`config.mk`:
```
export PLATFORM = sky130hd
export DESIGN_NAME = seg7_scan_driver_flat
export DESIGN_NICKNAME = d
export VERILOG_FILES = /design/src/rtl/seg7_scan_driver_if.sv /design/src/rtl/seg7_scan_driver.sv /design/src/flat_wrapper.sv
export SDC_FILE = /design/constraint.sdc
export NUM_CORES = 1
export LEC_CHECK = 0
export BUFFER_PORTS_ARGS = -buffer_cell sky130_fd_sc_hd__buf_2
export CORE_MARGIN = 3
export CORE_UTILIZATION = 35
export CTS_CLUSTER_SIZE = 12
export DETAILED_ROUTE_END_ITERATION = 7
export PLACE_DENSITY = 0.51
export SKIP_LAST_GASP = 1
export SLEW_MARGIN = 15
export SYNTH_ARGS = -nofsm -noshare
export SYNTH_HDL_FRONTEND = slang
export SYNTH_SLANG_ARGS = --single-unit
```
`constraint.sdc`:
```
create_clock -name clk_osc -period 2.5 [get_ports clk_osc]
set_input_delay 0.5 -clock clk_osc [delete_from_list [all_inputs] [get_ports clk_osc]]
set_output_delay 0.5 -clock clk_osc [all_outputs]
set_load 0.02 [all_outputs]
```
`src/rtl/seg7_scan_driver_if.sv`:
```
// Display-side bundle between the service muxes and the 7-segment scan engine.
// The master drives the display request; the slave (scan engine) drives the pins.
interface seg7_scan_driver_if #(
  parameter int NUM_DIGITS = 4,
  parameter int PWM_BITS   = 4
);
  logic                    en;
  logic [4*NUM_DIGITS-1:0] digits;
  logic [NUM_DIGITS-1:0]   dp;
  logic [NUM_DIGITS-1:0]   blank_mask;
  logic [NUM_DIGITS-1:0]   blink_mask;
  logic                    flash_all;
  logic [PWM_BITS-1:0]     brightness;
  logic [NUM_DIGITS-1:0]   anode;
  logic [6:0]              seg;
  logic                    dp_out;
  logic                    frame_tick;

  modport master (
    output en, digits, dp, blank_mask, blink_mask, flash_all, brightness,
    input  anode, seg, dp_out, frame_tick
  );

  modport slave (
    input  en, digits, dp, blank_mask, blink_mask, flash_all, brightness,
    output anode, seg, dp_out, frame_tick
  );
endinterface

```
`src/rtl/seg7_scan_driver.sv`:
```
// Multiplexed 7-segment scan engine: walks NUM_DIGITS digit slots, snapshots the
// display request once per frame, and drives anode/segment pins with blanking,
// blinking, flash-all override, PWM dimming and an anti-ghost dead cycle.
module seg7_scan_driver #(
  parameter int NUM_DIGITS   = 4,
  parameter int REFRESH_DIV  = 2048,
  parameter int PWM_BITS     = 4,
  parameter int BLINK_FRAMES = 128,
  parameter bit HEX_EN       = 1'b1,
  parameter bit ACTIVE_LOW   = 1'b1
) (
  input  logic             clk_osc,
  input  logic             reset,
  seg7_scan_driver_if.slave bus
);
  localparam int POS_W = $clog2(REFRESH_DIV);
  localparam int IDX_W = (NUM_DIGITS > 1) ? $clog2(NUM_DIGITS) : 1;
  localparam int BLK_W = (BLINK_FRAMES > 1) ? $clog2(BLINK_FRAMES) : 1;

  localparam logic [POS_W-1:0]      POS_LAST  = POS_W'(REFRESH_DIV - 1);
  localparam logic [IDX_W-1:0]      IDX_LAST  = IDX_W'(NUM_DIGITS - 1);
  localparam logic [BLK_W-1:0]      BLK_LAST  = BLK_W'(BLINK_FRAMES - 1);
  // XOR masks that turn active-high internal values into pin polarity
  localparam logic [NUM_DIGITS-1:0] ANODE_POL = {NUM_DIGITS{ACTIVE_LOW}};
  localparam logic [6:0]            SEG_POL   = {7{ACTIVE_LOW}};

  logic [POS_W-1:0]        pos_q, pos_d;
  logic [IDX_W-1:0]        idx_q, idx_d;
  logic [BLK_W-1:0]        blink_cnt_q, blink_cnt_d;
  logic                    blink_phase_q, blink_phase_d;
  logic [4*NUM_DIGITS-1:0] sh_digits_q, sh_digits_d;
  logic [NUM_DIGITS-1:0]   sh_dp_q, sh_dp_d;
  logic [NUM_DIGITS-1:0]   sh_blank_q, sh_blank_d;
  logic [NUM_DIGITS-1:0]   sh_blink_q, sh_blink_d;
  logic [NUM_DIGITS-1:0]   anode_q, anode_d;
  logic [6:0]              seg_q, seg_d;
  logic                    dp_out_q, dp_out_d;
  logic                    frame_tick_q, frame_tick_d;

  logic                    frame_start;
  logic [PWM_BITS-1:0]     level;
  logic                    digit_dark;
  logic                    lit;
  logic [NUM_DIGITS-1:0]   anode_on;
  logic [6:0]              seg_on;
  logic                    dp_on;
  logic [3:0]              code_arr [NUM_DIGITS];

  // Glyphs in {g,f,e,d,c,b,a} order, active-high; unknown codes are dark
  function automatic logic [6:0] seg_decode(input logic [3:0] code);
    logic [6:0] g;
    case (code)
      4'h0: g = 7'h3F;
      4'h1: g = 7'h06;
      4'h2: g = 7'h5B;
      4'h3: g = 7'h4F;
      4'h4: g = 7'h66;
      4'h5: g = 7'h6D;
      4'h6: g = 7'h7D;
      4'h7: g = 7'h07;
      4'h8: g = 7'h7F;
      4'h9: g = 7'h6F;
      4'hA: g = HEX_EN ? 7'h77 : 7'h00;
      4'hB: g = HEX_EN ? 7'h7C : 7'h00;
      4'hC: g = HEX_EN ? 7'h39 : 7'h00;
      4'hD: g = HEX_EN ? 7'h5E : 7'h00;
      4'hE: g = HEX_EN ? 7'h79 : 7'h00;
      default: g = HEX_EN ? 7'h71 : 7'h00;
    endcase
    return g;
  endfunction

  // Unpack the snapshot into per-digit codes so the current slot can index it
  for (genvar gi = 0; gi < NUM_DIGITS; gi++) begin : g_code
    assign code_arr[gi] = sh_digits_q[4*gi +: 4];
  end

  // Scan counters, frame snapshot and blink timing
  always_comb begin
    frame_start   = (pos_q == '0) && (idx_q == '0);
    pos_d         = pos_q + POS_W'(1);
    idx_d         = idx_q;
    blink_cnt_d   = blink_cnt_q;
    blink_phase_d = blink_phase_q;
    sh_digits_d   = sh_digits_q;
    sh_dp_d       = sh_dp_q;
    sh_blank_d    = sh_blank_q;
    sh_blink_d    = sh_blink_q;
    if (pos_q == POS_LAST) begin
      idx_d = (idx_q == IDX_LAST) ? '0 : idx_q + IDX_W'(1);
    end
    // The whole request is latched at once so a frame never mixes old and new data
    if (frame_start) begin
      sh_digits_d = bus.digits;
      sh_dp_d     = bus.dp;
      sh_blank_d  = bus.blank_mask;
      sh_blink_d  = bus.blink_mask;
      if (blink_cnt_q == BLK_LAST) begin
        blink_cnt_d   = '0;
        blink_phase_d = ~blink_phase_q;
      end else begin
        blink_cnt_d = blink_cnt_q + BLK_W'(1);
      end
    end
  end

  // Pin values for the current slot; anode and segments are registered together
  always_comb begin
    level      = pos_q[POS_W-1 -: PWM_BITS];
    digit_dark = sh_blank_q[idx_q] | (blink_phase_q & sh_blink_q[idx_q]);
    // pos==0 is the dead cycle between digits that prevents ghosting
    lit        = bus.en && (pos_q != '0) && (level <= bus.brightness) &&
                 (bus.flash_all || !digit_dark);
    anode_on   = lit ? (NUM_DIGITS'(1) << idx_q) : '0;
    seg_on     = bus.flash_all ? 7'h7F : seg_decode(code_arr[idx_q]);
    dp_on      = bus.flash_all | sh_dp_q[idx_q];
    anode_d      = anode_on ^ ANODE_POL;
    seg_d        = seg_on ^ SEG_POL;
    dp_out_d     = dp_on ^ ACTIVE_LOW;
    frame_tick_d = frame_start;
  end

  // State and output registers
  always_ff @(posedge clk_osc or posedge reset) begin
    if (reset) begin
      pos_q         <= '0;
      idx_q         <= '0;
      blink_cnt_q   <= '0;
      blink_phase_q <= 1'b0;
      sh_digits_q   <= '0;
      sh_dp_q       <= '0;
      sh_blank_q    <= '0;
      sh_blink_q    <= '0;
      anode_q       <= ANODE_POL;
      seg_q         <= SEG_POL;
      dp_out_q      <= ACTIVE_LOW;
      frame_tick_q  <= 1'b0;
    end else begin
      pos_q         <= pos_d;
      idx_q         <= idx_d;
      blink_cnt_q   <= blink_cnt_d;
      blink_phase_q <= blink_phase_d;
      sh_digits_q   <= sh_digits_d;
      sh_dp_q       <= sh_dp_d;
      sh_blank_q    <= sh_blank_d;
      sh_blink_q    <= sh_blink_d;
      anode_q       <= anode_d;
      seg_q         <= seg_d;
      dp_out_q      <= dp_out_d;
      frame_tick_q  <= frame_tick_d;
    end
  end

  assign bus.anode      = anode_q;
  assign bus.seg        = seg_q;
  assign bus.dp_out     = dp_out_q;
  assign bus.frame_tick = frame_tick_q;

endmodule
```
`src/flat_wrapper.sv`:
```
// flat-port wrapper written by rule: the top's interface ports become plain ports
module seg7_scan_driver_flat 
#(
  parameter int NUM_DIGITS   = 4,
  parameter int REFRESH_DIV  = 2048,
  parameter int PWM_BITS     = 4,
  parameter int BLINK_FRAMES = 128,
  parameter bit HEX_EN       = 1'b1,
  parameter bit ACTIVE_LOW   = 1'b1
)
  (clk_osc, reset, bus_en, bus_digits, bus_dp, bus_blank_mask, bus_blink_mask, bus_flash_all, bus_brightness, bus_anode, bus_seg, bus_dp_out, bus_frame_tick);
  seg7_scan_driver_if #(.NUM_DIGITS(NUM_DIGITS), .PWM_BITS(PWM_BITS)) bus_i ();
  input  logic clk_osc;
  input  logic reset;
  input wire logic [$bits(bus_i.en)-1:0] bus_en;
  input wire logic [$bits(bus_i.digits)-1:0] bus_digits;
  input wire logic [$bits(bus_i.dp)-1:0] bus_dp;
  input wire logic [$bits(bus_i.blank_mask)-1:0] bus_blank_mask;
  input wire logic [$bits(bus_i.blink_mask)-1:0] bus_blink_mask;
  input wire logic [$bits(bus_i.flash_all)-1:0] bus_flash_all;
  input wire logic [$bits(bus_i.brightness)-1:0] bus_brightness;
  output wire logic [$bits(bus_i.anode)-1:0] bus_anode;
  output wire logic [$bits(bus_i.seg)-1:0] bus_seg;
  output wire logic [$bits(bus_i.dp_out)-1:0] bus_dp_out;
  output wire logic [$bits(bus_i.frame_tick)-1:0] bus_frame_tick;
  assign bus_i.en = bus_en;
  assign bus_i.digits = bus_digits;
  assign bus_i.dp = bus_dp;
  assign bus_i.blank_mask = bus_blank_mask;
  assign bus_i.blink_mask = bus_blink_mask;
  assign bus_i.flash_all = bus_flash_all;
  assign bus_i.brightness = bus_brightness;
  assign bus_anode = bus_i.anode;
  assign bus_seg = bus_i.seg;
  assign bus_dp_out = bus_i.dp_out;
  assign bus_frame_tick = bus_i.frame_tick;
  seg7_scan_driver #(.NUM_DIGITS(NUM_DIGITS), .REFRESH_DIV(REFRESH_DIV), .PWM_BITS(PWM_BITS), .BLINK_FRAMES(BLINK_FRAMES), .HEX_EN(HEX_EN), .ACTIVE_LOW(ACTIVE_LOW)) u_core (.clk_osc(clk_osc), .reset(reset), .bus(bus_i));
endmodule
```
==> flow_summary_export.csv <==
group,metric,value,unit
timing,slew_headroom,67.2,%
synth,syn_area,3020,um^2
place,gp_congestion,0.744,
global_routing,grt_max_degree,42,
power,vdd_drop_max,321,uV
power,intPower,1.53,mW
power,swShare,22.9,%
global_routing,grt_pass1_wl,9590,um
finish,design_area,3550,um^2
timing,worst_slew_pin_slew,0.491,ns
floorplanning,die_y,98.9,um
power,pwr-share-seq,53.2,%
place,dp_slack,0.457,ns
power,p_switching,0.454,mW
clock_tree,h-tree-depth,3,
floorplanning,die_area,9780,um^2
finish,drive_gt1_share,37.7,%
critical_path,cp-endpoint,"u_core.bus.seg[3]",
synth,syn_nets,295,
place,postPlaceCellArea,3380,um^2
drt,postRouteAntennaNets,0,
timing,finalCritPeriodShare,81.9,%
clock_tree,insertion_delay,0.33,ns
power,combPwrFrac,7.5,%
clock_tree,cts_post_setup_buffers_inserted,0,
clock_tree,cts_tree,"done",
synth,synth-seq-cells,62,
floorplanning,row_count,33,
timing,setup_viol,0,
critical_path,ff2ff_setup_slack,0.45,ns
synth,yosysTopAreaCellShare,41.4,%
clock_tree,cts_hold_buf,0,
global_routing,antenna_found_initial,0,
floorplanning,core_area,8300,um^2
drt,routed_wirelength,5490,um
timing,period_needed,2.05,ns
critical_path,rr_worst_depth,6,
critical_path,endpoint_kind,"flop",
synth,syn-instance-count,241,
synth,yosysSeqAreaShare,51.8,%
clock_tree,cts_buffers,9,
synth,synth_cell_types,32,
synth,synth.area.top_cells,"dfrtp_1, mux2_2, dfstp_2, ha_1, mux4_1",
floorplanning,io_pins,49,
timing,setup_tns,0,ns
power,cellLeakagePower,1.64,nW
timing,fmax,489,MHz
drt,vias,1891,
place,io_buffers,48,
drt,drc,0,
synth,synth_top_area_cell,"dfrtp_1",
drt,drt_iter0_markers,66,
critical_path,crit_path_start,"u_core.idx_q[1]",
timing,hold_viol,0,
finish,nets,349,
timing,grt_setup_unrepaired,"false",
timing,skew,0.00709,ns
finish,antenna_cells,0,
clock_tree,path_clk_slew,0.07,ns
global_routing,gr-total-overflow,0,
clock_tree,ctsResizeCount,0,
synth,avgSynthCellArea,12.5,um^2
clock_tree,clockRootBuffer,"clkbuf_8",
global_routing,grt_pass1_vias,2022,
run,cap_violations,0,
floorplanning,die_x,98.9,um
drt,wl_per_cell,13.6,um
place,hpwl,3960,um
drt,dr.pass1.iters,4,
clock_tree,cts_num_sinks,62,
timing,fin_ws,0.453,ns
outcome,status,"completed",
floorplanning,initial_core_util,36.4,%
power,pwr-share-clk,39.3,%
critical_path,cp-start-kind,"flop",
synth,yosys_warnings,0,
finish,area_growth,17.6,%
critical_path,cp_max_fo,5,
timing,slew_violations,0,
worst_hold_path,min_path_type,"input pin to asynchronous set/reset pin",
critical_path,required,2.76,ns
critical_path,r2r_end,"u_core.bus.seg[3]",
power,power.density,558,nW/um^2
critical_path,timing.rr.start,"u_core.idx_q[1]",
clock_tree,clockBufferDepth,2,
global_routing,track_usage,12.5,%
critical_path,crit_arrival,2.31,ns
drt,viasPerCell,4.67,
critical_path,crit_type,"flop to flop",
critical path, cell delays in order, from the launching register on:
cell and delay [ns]:
dfrtp_1 0.36, mux4_1 0.66, inv_1 0.17, ha_1 0.14, inv_1 0.04, mux4_1 0.47
nor2b_1 0.14
power groups by stage:
| stage | Sequential [mW] | Combinational, mW | Clock, mW |
|---|---|---|---|
| floorplan | 1.08 | 0.0853 | 0 |
| global placement | 1.07 | 0.152 | 0 |
| finish | 1.05 | 0.149 | 0.779 |
| detailed placement | 1.07 | 0.152 | 0 |
| global route | 1.06 | 0.170 | 0.868 |
| CTS | 1.05 | 0.152 | 0.807 |
metal layers:
layer | part of all wire (%) | vias to the layer above | GRT usage [%]
li1 | - | 944 | -
met1 | 51 | 894 | 17.1
met2 | 41 | 45 | 17.7
met3 | 6.8 | 8 | 4.88
met4 | 1.4 | 0 | 5.04
met5 | 0 | - | 0
sequential cells by signal, summed over array words and instances, names as in the netlist, 2 cells and up:
| name | count |
|---|---|
| u_core.blink_cnt_q | 7 |
| u_core.sh_digits_q | 16 |
| u_core.sh_dp_q | 4 |
| u_core.bus.seg | 7 |
| u_core.bus.anode | 4 |
| u_core.sh_blank_q | 4 |
| u_core.idx_q | 2 |
| u_core.sh_blink_q | 4 |
| u_core.pos_q | 11 |
through the flow:
stage / power [mW] / instances / util, % / hold WS [ns]
after floorplan: 1.17 / 241 / - / 0.441
after global placement: 1.22 / 389 / 40.8 / 0.459
after detailed placement: 1.22 / 389 / 40.8 / 0.456
after CTS: 2.01 / 405 / 42.8 / 0.188
after global routing: 2.10 / 405 / 42.8 / 0.214
final: 1.98 / 405 / 42.8 / 0.185
cells in the final DEF (no fill, tap or decap), types with 3 or more instances in the layout:
cell      count
dfrtp_1      50
buf_2        48
mux2_2       32
ha_1         18
inv_1        17
nand3_1      14
dfstp_2      12
nand2_1      11
clkbuf_8     11
xnor2_1      10
nor2_1        9
a21oi_1       8
mux4_1        6
and3_1        5
o21ai_0       5
nor2b_1       4
nor3_1        4
xor2_1        4
clkbuf_1      4
nand4_1       3
or3_1         3
buf_4         3
worst min path at each step:
stage	start	end	slack, ns
2_1_floorplan	u_core.blink_cnt_q[4]	u_core.blink_cnt_q[4]	0.44
3_3_place_gp	u_core.blink_cnt_q[4]	u_core.blink_cnt_q[4]	0.46
3_5_place_dp	u_core.blink_cnt_q[4]	u_core.blink_cnt_q[4]	0.46
4_1_cts	reset	u_core.bus.frame_tick	0.19
5_1_grt	reset	u_core.sh_digits_q[3]	0.21
6_report	reset	u_core.bus.frame_tick	0.19
Yosys cell counts, drive strengths merged:
master and number:
o21ai 5, dfrtp 50, nor3 4, buf 7, dfstp 12, or2 2, and3 5, nand3 14
clkbuf 2, or3b 1, nand4 3, inv 18, a32o 1, mux4 8, mux2 32, a31oi 1
nor4 2, a21oi 8, nand2 11, ha 18, xnor2 10, nor2 9, or3 3, nand2b 2
nand3b 2, mux2i 1, xor2 4, and2 2, nor2b 4
kinds of logic after synthesis:
| group | share of synthesized area, % |
|---|---|
| fa+ha+maj | 7.45 |
| mux | 19.0 |
| compound gates | 2.69 |
| xor+xnor | 4.06 |
| flops | 51.8 |
| simple gates | 11.0 |
| buf+inv | 3.97 |
final cells by class:
type                       instances  area [um^2]
fill                             793         4740
sequential                        62         1570
multi-input combinational        152         1340
timing repair buffer              52          283
clock buffer                      15          166
tap                              105          131
inverter                          18         67.6
clock inverter                     1         5.00
No activity file was read; power rests on OpenSTA's default activity.
